File: config.mk
export PLATFORM = sky130hd
export DESIGN_NAME = nukv_stream_serializer
export DESIGN_NICKNAME = d
export VERILOG_FILES = /design/src/rtl/nukv_ser_pkg.sv /design/src/rtl/nukv_ser_slice_mux.sv /design/src/rtl/nukv_stream_serializer.sv
export SDC_FILE = /design/constraint.sdc
export NUM_CORES = 1
export LEC_CHECK = 0
export BUFFER_PORTS_ARGS = -buffer_cell sky130_fd_sc_hd__buf_2
export CORE_UTILIZATION = 56
export DETAILED_ROUTE_END_ITERATION = 16
export GPL_ROUTABILITY_DRIVEN = 0
export PLACE_DENSITY = 0.87
export SYNTH_ARGS = -nofsm -noshare
export SYNTH_HDL_FRONTEND = slang
export SYNTH_SLANG_ARGS = --single-unit
export TNS_END_PERCENT = 50
File: constraint.sdc
create_clock -name axis_clk -period 3.8 [get_ports axis_clk]
set_clock_uncertainty 0.15 [all_clocks]
set_input_delay 0.19 -clock axis_clk [delete_from_list [all_inputs] [get_ports axis_clk]]
set_output_delay 0.19 -clock axis_clk [all_outputs]
set_load 0.02 [all_outputs]
File: src/rtl/nukv_ser_pkg.sv
`timescale 1ns/1ps
// nukv_ser_pkg
//   Shared definitions for the stream serializer: FSM state encoding and
//   the beat-count decode (a count of 0 stands for a completely full word).
package nukv_ser_pkg;

    typedef enum logic {
        ST_IDLE = 1'b0,
        ST_SEND = 1'b1
    } ser_state_t;

    // tcnt of 0 encodes a full word of `ratio` beats.
    function automatic int unsigned ser_cnt_to_lim(input int unsigned cnt,
                                                   input int unsigned ratio);
        return (cnt == 0) ? ratio : cnt;
    endfunction

endpackage

File: src/rtl/nukv_ser_slice_mux.sv
`timescale 1ns/1ps
// nukv_ser_slice_mux
//   Combinational selector: returns slice `sel` (OUT_WIDTH bits) of a
//   RATIO-slice word. Slice k occupies bits [k*OUT_WIDTH +: OUT_WIDTH].
// Ports:
//   din   in  OUT_WIDTH*RATIO  packed word
//   sel   in  $clog2(RATIO)    slice index
//   dout  out OUT_WIDTH        selected slice
module nukv_ser_slice_mux #(
    parameter int OUT_WIDTH = 16,
    parameter int RATIO     = 4,
    parameter int SEL_BITS  = $clog2(RATIO)
) (
    input  logic [OUT_WIDTH*RATIO-1:0] din,
    input  logic [SEL_BITS-1:0]        sel,
    output logic [OUT_WIDTH-1:0]       dout
);

    logic [RATIO-1:0][OUT_WIDTH-1:0] slices;

    assign slices = din;
    assign dout   = slices[sel];

endmodule

File: src/rtl/nukv_stream_serializer.sv
`timescale 1ns/1ps
// nukv_stream_serializer
//   Splits wide words from a first-word-fall-through FIFO into RATIO narrow
//   beats on a valid/ready master stream. Each word carries a beat count
//   (0 = full word). One beat per cycle, no bubble between words.
//
//   Optional build macro NUKV_SER_MSB_FIRST_EN: emit beats from index lim-1
//   down to 0 instead of 0 up to lim-1.
//
// Ports:
//   axis_clk, axis_rstn   clock, async active-low reset
//   s_axis_tdata/tcnt     input word and its valid beat count
//   s_axis_tvalid         FIFO not empty
//   s_axis_tready         word consumed this cycle (FIFO rd_en)
//   m_axis_tdata/tvalid/tlast/tready   narrow output stream
module nukv_stream_serializer
    import nukv_ser_pkg::*;
#(
    parameter int OUT_WIDTH = 16,
    parameter int RATIO     = 4,
    parameter int CNT_BITS  = $clog2(RATIO)
) (
    input  logic                       axis_clk,
    input  logic                       axis_rstn,
    input  logic [OUT_WIDTH*RATIO-1:0] s_axis_tdata,
    input  logic [CNT_BITS-1:0]        s_axis_tcnt,
    input  logic                       s_axis_tvalid,
    output logic                       s_axis_tready,
    output logic [OUT_WIDTH-1:0]       m_axis_tdata,
    output logic                       m_axis_tvalid,
    output logic                       m_axis_tlast,
    input  logic                       m_axis_tready
);

    // lim can equal RATIO, so it needs one bit more than idx.
    localparam int LIM_BITS = CNT_BITS + 1;

    ser_state_t                 state;
    logic [OUT_WIDTH*RATIO-1:0] word_q;
    logic [CNT_BITS-1:0]        idx_q;
    logic [LIM_BITS-1:0]        lim_q;

    logic [LIM_BITS-1:0]        lim_next;
    logic [CNT_BITS-1:0]        idx_first;
    logic [CNT_BITS-1:0]        idx_step;
    logic                       at_last;
    logic                       load;
    logic                       beat_hs;

    assign lim_next = LIM_BITS'(ser_cnt_to_lim(32'(s_axis_tcnt), RATIO));

`ifdef NUKV_SER_MSB_FIRST_EN
    assign idx_first = CNT_BITS'(lim_next - LIM_BITS'(1));
    assign idx_step  = idx_q - CNT_BITS'(1);
    assign at_last   = (idx_q == '0);
`else
    assign idx_first = '0;
    assign idx_step  = idx_q + CNT_BITS'(1);
    assign at_last   = ({1'b0, idx_q} == (lim_q - LIM_BITS'(1)));
`endif

    assign m_axis_tvalid = (state == ST_SEND);
    assign m_axis_tlast  = m_axis_tvalid & at_last;
    assign beat_hs       = m_axis_tvalid & m_axis_tready;

    // No path from s_axis_tvalid: the FIFO may use this directly as rd_en.
    assign s_axis_tready = (state == ST_IDLE) | (m_axis_tready & m_axis_tlast);
    assign load          = s_axis_tready & s_axis_tvalid;

    nukv_ser_slice_mux #(
        .OUT_WIDTH (OUT_WIDTH),
        .RATIO     (RATIO)
    ) u_mux (
        .din  (word_q),
        .sel  (idx_q),
        .dout (m_axis_tdata)
    );

    always_ff @(posedge axis_clk or negedge axis_rstn) begin
        if (!axis_rstn) begin
            state  <= ST_IDLE;
            word_q <= '0;
            idx_q  <= '0;
            lim_q  <= LIM_BITS'(RATIO);
        end else if (load) begin
            // Covers both IDLE pickup and chaining on the final beat.
            state  <= ST_SEND;
            word_q <= s_axis_tdata;
            lim_q  <= lim_next;
            idx_q  <= idx_first;
        end else if (beat_hs) begin
            if (at_last) state <= ST_IDLE;
            else         idx_q <= idx_step;
        end
    end

endmodule

### After elaboration in Yosys (flattened, before gate mapping)

Index checks and enable logic that the tools add are counted.

* mux-type cells: 9
* reductions and logical operators: 5
* shift-type cells: 0
* $lt $le $gt $ge: 1
* multipliers: 0
* bitwise logic cells: 6
* equal/unequal tests: 2
* div/mod/pow operators: 0
* add/sub/neg operators: 2

Operators with widths (number)
* $bmux 16 s2: 1
* $mux 16: 1
* $mux 2: 3
* $and 1x1->1: 4
* $reduce_and 2->1: 2
* $reduce_bool 2->1: 2
* $eq 2x3->1: 1
* $lt 2x3->1 const B: 1
* $mux 1: 3
* $mux 3: 1
* $sub 3x1->3 const B: 1
* $add 2x1->2 const B: 1
* $logic_not 2->1: 1
* $ne 2x1->1 const B: 1
* $not 1->1: 1
* $or 1x1->1: 1

* word-level logic and storage cells: 29
* output and inout port bits: 19
* latch bits: 0
* ROM bits: 0
* memories: 0
* bits in writable memories: 0
* bits in registers: 70

### Logic depth before layout (Yosys ltp)

Gate-level depths: netlist of the first run.

* depth after elaboration: 8
* gate-level depth with buffers: 7
* depth with buffers taken out: 6

### Modules after synthesis

A second synthesis of the first run with hierarchy kept.

* cell total of the unflattened synthesis: 195
* area, all modules: 3199.3 um^2

Modules (own cells, without submodules)
* nukv_stream_serializer: area each 2775.2 um^2, instances 1, cells each 175, seq. area each 1752.9 um^2
* nukv_ser_slice_mux: area each 424.2 um^2, instances 1, cells each 20, seq. area each 0.0 um^2

### Least setup slack after synthesis of the first run

No wires, ideal clock.

* kind: reg-to-reg
* start: register lim_q[0]
* end: register word_q[27]
* cell stages (with the launch flop): 7
* required time: 3.523 ns
* data arrival time: 1.947 ns
* path slack: 1.575 ns
* buffers on the path: 1
* library setup time: 0.127 ns
* cells stage by stage: dfrtp_1 -> inv_1 -> ha_1 -> xnor2_1 -> o41ai_4 -> buf_4 -> mux2_1

* word-level cells in the longest chain between the ends: 6

Ends and longest elaborated chain
* from (decl): RTL line nukv_stream_serializer.sv:41 `logic [LIM_BITS-1:0] lim_q;`
* from (signal assigned): RTL line nukv_stream_serializer.sv:84 `lim_q <= LIM_BITS'(RATIO);`
* from (signal assigned): RTL line nukv_stream_serializer.sv:89 `lim_q <= lim_next;`
* $sub 3x1->3: RTL line nukv_stream_serializer.sv:59 `assign at_last = ({1'b0, idx_q} == (lim_q - LIM_BITS'(1)));`
* $eq 2x3->1: RTL line nukv_stream_serializer.sv:59
* $and 1x1->1: RTL line nukv_stream_serializer.sv:63 `assign m_axis_tlast = m_axis_tvalid & at_last;`
* $and 1x1->1: RTL line nukv_stream_serializer.sv:67 `assign s_axis_tready = (state == ST_IDLE) | (m_axis_tready & m_axis_tlast);`
* $or 1x1->1: RTL line nukv_stream_serializer.sv:67
* $and 1x1->1: RTL line nukv_stream_serializer.sv:68 `assign load = s_axis_tready & s_axis_tvalid;`
* to (signal assigned): RTL line nukv_stream_serializer.sv:88 `word_q <= s_axis_tdata;`
* to (decl): RTL line nukv_stream_serializer.sv:39 `logic [OUT_WIDTH*RATIO-1:0] word_q;`

Every way passes these cells.
A chain may end at the register's enable or synchronous reset.

### Worst setup path in the final report of the first run

* start: register lim_q[0]
* end: register word_q[55]

The elaborated chain is that of the path after synthesis.

==> flow_summary.json, run 1 <==
{
  "synthTopCellsByCount": "69 x dfrtp_1, 58 x mux2_2, 16 x mux4_2",
  "first_global_vias": 2596,
  "instances_no_fill": 429,
  "vias_per_cell": 5.39,
  "ys_async_sr_fraction": 1.00,
  "leakagePower_nw": 2.02,
  "grt_use_met1": 0.307,
  "fmax_ghz": 0.403,
  "routedWlPerCell_um": 17.4,
  "p_per_area_mw_per_mm2": 830,
  "fin_crit_sh": 0.654,
  "intPower_mw": 2.37,
  "syn_avg_cell_area_um2": 16.2,
  "slowest_stage": "buf_4",
  "cts_sinks": 70,
  "ant_nets": 0,
  "hold_viol": 0,
  "worst-path-stages": 6,
  "worst-r2r-setup-slack_ns": 1.32,
  "drive_above_1_share": 0.506,
  "cts_resized": 0,
  "die_w_um": 77.0,
  "r2r_cells": 6,
  "worst_pin_slew_ns": 0.692,
  "synth_ff_type": "dfrtp_1",
  "drc": 0,
  "coreArea_mm2": 0.00527,
  "synth-edff-count": 0,
  "swShare": 0.360,
  "critPathMaxStageDelay_ns": 0.53,
  "ys_seq_elements": 70,
  "yosysSeqAreaShare": 0.557,
  "cp.arrival_ns": 2.55,
  "criticalPathCategory": "reg -> reg",
  "crit_chain": "inv_1 -> ha_1 -> xnor2_1 -> o41ai_4 -> buf_4 -> mux2_2",
  "fin_crit_ns": 2.48,
  "grt.met2_usage": 0.508,
  "min_path_cells": 3,
  "grt_max_degree": 47,
  "required_ns": 3.87,
  "r2r-start": "lim_q[0]",
  "clockPowerShare": 0.141,
  "initial_utilization": 0.597,
  "synthToLayoutAreaGrowth_pct": 42.0,
  "worstSetupEndpoint": "word_q[55]",
  "num_rows": 26,
  "pwr-share-comb": 0.494,
  "max_slew_margin": 0.538,
  "r2r-end": "word_q[55]",
  "grt_util_met3": 0.0524,
  "drv_cap": 0,
  "io_pins": 89,
  "setup_viol": 0,
  "clkLatencyLatePin_ns": 0.33,
  "dpl.hpwl_mm": 4.24,
  "yosysWarnings": 0,
  "cp_max_fo": 46,
  "finalNetCount": 425,
  "first_pass_iters": 4,
  "yosysUniqueCellTypes": 28,
  "cp-startpoint": "lim_q[0]",
  "top_usage_layer": "met2",
  "cp-end-kind": "flip-flop",
  "yosys.area.top_type_share": 0.548,
  "clk_pin_slew_ns": 0.07,
  "routed_wl_mm": 7.45,
  "die_area_mm2": 0.00593,
  "die_y_um": 77.0,
  "tritoncts": "yes",
  "dpl-instance-area_mm2": 0.00362,
  "seqPwrFrac": 0.365,
  "rsz0062_at_grt": "no",
  "cts_root_buf": "clkbuf_8",
  "synthCells": 194,
  "io_buffers": 88,
  "track_usage": 0.280,
  "grt_pass1_wl_mm": 12.2,
  "slew_violations": 0,
  "cts_buffers": 9,
  "gr-total-overflow": 0,
  "path_delay_family": "buffers and inverters",
  "nFillCells": 268,
  "clockBufferDepth": 2,
  "synth_nets": 265,
  "hold_class": "in -> reg",
  "yosysMostFrequentCell": "dfrtp_1",
  "tns_ns": 0,
  "dr_total_vias": 2314,
  "cts_htree_levels": 3,
  "power.switching_mw": 1.33,
  "synth_area_leaders": "dfrtp_1 55%, mux2_2 21%, mux4_2 11%",
  "final_cell_area_mm2": 0.00447,
  "startpoint_type": "flip-flop",
  "yosysTopAreaCell": "dfrtp_1",
  "peakVddDrop_uv": 526,
  "antenna_found_initial": 1,
  "placed_cells": 345,
  "drt-initial-drc-count": 116,
  "outcome": "finished clean",
  "path_buf_inv": 2,
  "syn_area_mm2": 0.00315
}
==> layout make-up <==
type | count | area, µm² | share of cell area
Sequential cell | 70 | 1750 | 0.392
Inverter | 2 | 7.51 | 0.00168
Clock inverter | 1 | 5.00 | 0.00112
Tap cell | 70 | 87.6 | 0.0196
Antenna cell | 1 | 2.50 | 0.000560
Timing Repair Buffer | 161 | 1160 | 0.259
Clock buffer | 14 | 163 | 0.0364
Multi-Input combinational cell | 110 | 1290 | 0.289
==> power by group through the flow <==
| stage | clock (mW) | sequential (mW) | combinational (mW) |
|---|---|---|---|
| final | 0.523 | 1.35 | 1.83 |
| after global routing | 0.562 | 1.39 | 1.96 |
| after CTS | 0.529 | 1.34 | 1.82 |
| after detailed placement | 0 | 1.35 | 1.76 |
| after global placement | 0 | 1.32 | 1.69 |
| after floorplan | 0 | 1.28 | 1.42 |
==> worst min-delay path by stage <==
stage	startpoint	to	slack [ns]
after global routing	m_axis_tready	idx_q[0]	0.05
after CTS	m_axis_tready	idx_q[0]	0.03
after global placement	axis_rstn	word_q[15]	0.11
after detailed placement	axis_rstn	word_q[15]	0.11
final	m_axis_tready	idx_q[0]	0.04
after floorplan	axis_rstn	idx_q[0]	-0.26
==> tightest hold or removal path: stages <==
cell	delay (ns)
buf_2	0.13
nand3b_1	0.08
o211ai_1	0.08
==> metal layers <==
| layer | vias to the layer above | routed length [µm] |
|---|---|---|
| li1 | 1035 | - |
| met2 | 87 | 4030 |
| met3 | 30 | 296 |
| met1 | 1162 | 2840 |
| met4 | 0 | 279 |
| met5 | - | 0 |
==> registers in the layout (all words and copies together) (netlist names) <==
name,cells
idx_q,2
lim_q,3
m_axis_tvalid,1
word_q,64
==> stage by stage <==
| step | power [mW] | hold slack, ns | util | setup slack, ns |
|---|---|---|---|---|
| after floorplan | 2.70 | -0.256 | - | 1.58 |
| after global routing | 3.92 | 0.0522 | 0.848 | 1.08 |
| after detailed placement | 3.11 | 0.113 | 0.687 | 1.35 |
| after global placement | 3.01 | 0.108 | 0.687 | 1.45 |
| after CTS | 3.69 | 0.0272 | 0.848 | 1.32 |
| final | 3.71 | 0.0364 | 0.848 | 1.32 |
==> cell families after synthesis <==
family / Yosys count / share of synthesized area
and+or+nand+nor: 16 / 0.0286
buffers and inverters: 14 / 0.0326
AOI/OAI and AO/OA: 10 / 0.0262
muxes: 80 / 0.343
DFF: 70 / 0.557
xor gates and xnor gates: 3 / 0.00835
adders and majority gates: 1 / 0.00397
==> what timing repair did <==
item | in CTS | in global routing
hold buffers | 68 | 0
hold endpoints to repair | 98 | 0
setup buffers | 0 | 0
==> cell usage in the layout (no fill, tap or decap), drive strengths merged <==
cell	synthesis	layout
o211ai	1	1
and2	1	1
nand3b	4	4
o21a	1	1
ha	1	1
buf	10	93
clkinv	0	1
nand2b	1	1
xnor2	2	2
xor2	1	1
inv	2	2
nor2	1	1
mux2	64	64
clkbuf	2	14
nand2	5	5
nand3	1	1
diode	0	1
nor3	1	1
mux4	16	16
o21ai	5	5
o41ai	1	1
nor2b	1	1
nand4b	1	1
dlygate4sd3	0	68
dfrtp	69	69
a21o	2	2
dfstp	1	1
(Power assumes the default switching activity.)
==> run 2, diff against run 1 <==
--- a/config.mk
+++ b/config.mk
@@ -5,11 +5,12 @@
 export SDC_FILE = /design/constraint.sdc
 export NUM_CORES = 1
 export LEC_CHECK = 0
+export ABC_AREA = 1
 export BUFFER_PORTS_ARGS = -buffer_cell sky130_fd_sc_hd__buf_2
-export CORE_UTILIZATION = 56
+export CORE_UTILIZATION = 52
 export DETAILED_ROUTE_END_ITERATION = 16
 export GPL_ROUTABILITY_DRIVEN = 0
-export PLACE_DENSITY = 0.87
+export PLACE_DENSITY = 0.81
 export SYNTH_ARGS = -nofsm -noshare
 export SYNTH_HDL_FRONTEND = slang
 export SYNTH_SLANG_ARGS = --single-unit
==> constraint.sdc (replaced) <==
create_clock -name axis_clk -period 2.4 [get_ports axis_clk]
set_clock_uncertainty 0.15 [all_clocks]
set_input_delay 0.12 -clock axis_clk [delete_from_list [all_inputs] [get_ports axis_clk]]
set_output_delay 0.12 -clock axis_clk [all_outputs]
set_load 0.02 [all_outputs]
==> flow_summary.json, run 2 <==
{
  "die_w_um": 81.0,
  "top_regs": "word_q (64), lim_q (3), idx_q (2)",
  "dr_total_vias": 3295,
  "fin_crit_ns": 2.07,
  "cts_root_buf": "clkbuf_8",
  "synthToLayoutAreaGrowth_pct": 41.7,
  "pre_cts_slack_ns": 0.369,
  "final_common_cell": "nand2_1",
  "startpoint_type": "flip-flop",
  "drc": 0,
  "grt_pass1_wl_mm": 14.5,
  "cp-startpoint": "lim_q[0]",
  "synth_nets": 480,
  "outcome": "finished clean",
  "num_rows": 28,
  "clkLatencyLatePin_ns": 0.33,
  "leakagePower_nw": 2.48,
  "r2r_cells": 12,
  "drv_cap": 0,
  "r2r-end": "word_q[18]",
  "critPathMaxStageDelay_ns": 0.34,
  "required_ns": 2.52,
  "worst_pin_slew_ns": 0.630,
  "yosys.area_share.simple": 0.302,
  "dpl-instance-area_mm2": 0.00371,
  "synth-compound-area-share": 0.0879,
  "cts_htree_levels": 3,
  "synth_ff_type": "dfrtp_1",
  "final_cell_area_mm2": 0.00460,
  "ant_nets": 0,
  "yosysSeqAreaShare": 0.540,
  "synth_area_leaders": "dfrtp_1 53%, nand2_1 23%, o21ai_0 5.4%",
  "vias_per_cell": 5.12,
  "cp.arrival_ns": 2.19,
  "first_global_vias": 3197,
  "synthTopCellsByCount": "200 x nand2_1, 69 x dfrtp_1, 35 x nor2_1, 35 x o21ai_0, 16 x o22ai_1",
  "drive_above_1_share": 0.223,
  "dpl.hpwl_mm": 5.13,
  "ys_seq_elements": 70,
  "criticalPathCategory": "reg -> reg",
  "nFillCells": 427,
  "worst-r2r-setup-slack_ns": 0.33,
  "io_pins": 89,
  "synth_adder_area_share": 0.00386,
  "rsz0062_at_grt": "no",
  "timing.final.ws_setup_ns": 0.333,
  "fin_crit_sh": 0.861,
  "p_per_area_mw_per_mm2": 1210,
  "fmax_ghz": 0.484,
  "synthCells": 409,
  "die_y_um": 81.0,
  "max_slew_margin": 0.580,
  "utilization": 0.772,
  "clk_pin_slew_ns": 0.07,
  "clockBufferDepth": 2,
  "cts_sinks": 70,
  "r2r-start": "lim_q[0]",
  "syn_avg_cell_area_um2": 7.93,
  "io_buffers": 88,
  "layout_common_cells": "200 x nand2_1, 88 x buf_2, 69 x dfrtp_1",
  "yosys.area.top_type_share": 0.532,
  "hold_class": "in -> reg",
  "cts_resized": 0,
  "drt-initial-drc-count": 220,
  "coreArea_mm2": 0.00596,
  "slew_violations": 0,
  "cp_common_cell": "nand2_1",
  "cp-end-kind": "flip-flop",
  "cts_buffers": 9,
  "synth.area.mux_share": 0,
  "yosysWarnings": 0,
  "instances_no_fill": 643,
  "yosysUniqueCellTypes": 20,
  "largest_reg_flops": 64,
  "slowest_stage": "dfrtp_1",
  "tns_ns": 0,
  "synthXorXnorAreaFrac": 0.00270,
  "synth-edff-count": 0,
  "setup_viol": 0,
  "finalNetCount": 632,
  "initial_utilization": 0.545,
  "cp_max_fo": 51,
  "die_area_mm2": 0.00656,
  "first_pass_iters": 5,
  "track_usage": 0.302,
  "antenna_found_initial": 2,
  "routedWlPerCell_um": 14.1,
  "syn_area_mm2": 0.00324,
  "tritoncts": "yes",
  "crit_chain": "inv_1 -> ha_1 -> inv_1 -> nand2_1 -> nand2_1 -> nand3_1 -> nand2_2 -> nand3_4 -> inv_4 -> buf_12 -> nand2_1 -> nand2_1",
  "worstSetupEndpoint": "word_q[18]",
  "peakVddDrop_uv": 710,
  "ys_async_sr_fraction": 1.00,
  "yosysMostFrequentCell": "nand2_1",
  "grt_max_degree": 52,
  "synth_top_family_by_area": "simple AND/OR/NAND/NOR gates",
  "routed_wl_mm": 9.06,
  "hold_viol": 0,
  "placed_cells": 557,
  "top_register": "word_q",
  "gr-total-overflow": 0,
  "yosysTopAreaCell": "dfrtp_1"
}
-- run 2: stage by stage --
stage	hold slack, ns	power [mW]
4_1_cts	0.0532	5.53
5_1_grt	0.0996	6.01
3_5_place_dp	0.0159	4.48
2_1_floorplan	-0.326	3.77
3_3_place_gp	0.00818	4.41
6_report	0.0583	5.58
-- run 2: area by class of cell --
cell class,count,area (µm²),area share
diodes,2,5.00,0.00109
clock buffers,13,159,0.0346
clock inverters,3,42.5,0.00925
inverters,11,46.3,0.0101
multi-input cells,304,1280,0.279
flip-flops and latches,70,1750,0.381
well taps,75,93.8,0.0204
repair buffers,165,1210,0.264
-- run 2: worst min path at each step --
stage / startpoint / end / slack [ns] / depth (start not counted)
3_3_place_gp: axis_rstn / word_q[44] / 0.008 / 1
3_5_place_dp: axis_rstn / word_q[50] / 0.02 / 1
6_report: m_axis_tready / idx_q[0] / 0.06 / 5
2_1_floorplan: axis_rstn / idx_q[0] / -0.33 / 0
5_1_grt: m_axis_tready / idx_q[0] / 0.1 / 5
4_1_cts: m_axis_tready / idx_q[0] / 0.05 / 5
-- run 2: power by group --
| group | internal, mW | switching [mW] | leakage [nW] |
|---|---|---|---|
| clock | 0.536 | 0.423 | 0.0997 |
| combinational | 0.965 | 1.67 | 1.50 |
| sequential | 1.70 | 0.286 | 0.881 |
| total | 3.20 | 2.38 | 2.48 |
-- run 2: cells by family after synthesis --
| family | Yosys count |
|---|---|
| AOI/OAI and AO/OA | 53 |
| adders and majority gates | 1 |
| DFF | 70 |
| buffers and inverters | 35 |
| and+or+nand+nor | 249 |
| xor gates and xnor gates | 1 |
-- run 2: what timing repair did --
action / 4_1_cts / 5_1_grt
hold buffers: 68 / 0
endpoints found under the hold margin: 92 / 0
setup buffers: 0 / 0
-- run 2: metal layers --
| layer | vias to the layer above | track usage | wire [µm] |
|---|---|---|---|
| met2 | 134 | 0.502 | 4460 |
| met3 | 31 | 0.0449 | 467 |
| met5 | - | 0 | 0 |
| li1 | 1584 | - | - |
| met4 | 0 | 0.164 | 314 |
| met1 | 1546 | 0.380 | 3810 |
-- run 2: worst max-delay path, delay by kind of cell, from the launching register on --
kind                       cells  cell delay, ns
and+or+nand+nor                7            0.61
DFF                            1            0.34
adders and majority gates      1            0.31
buffers and inverters          4            0.57
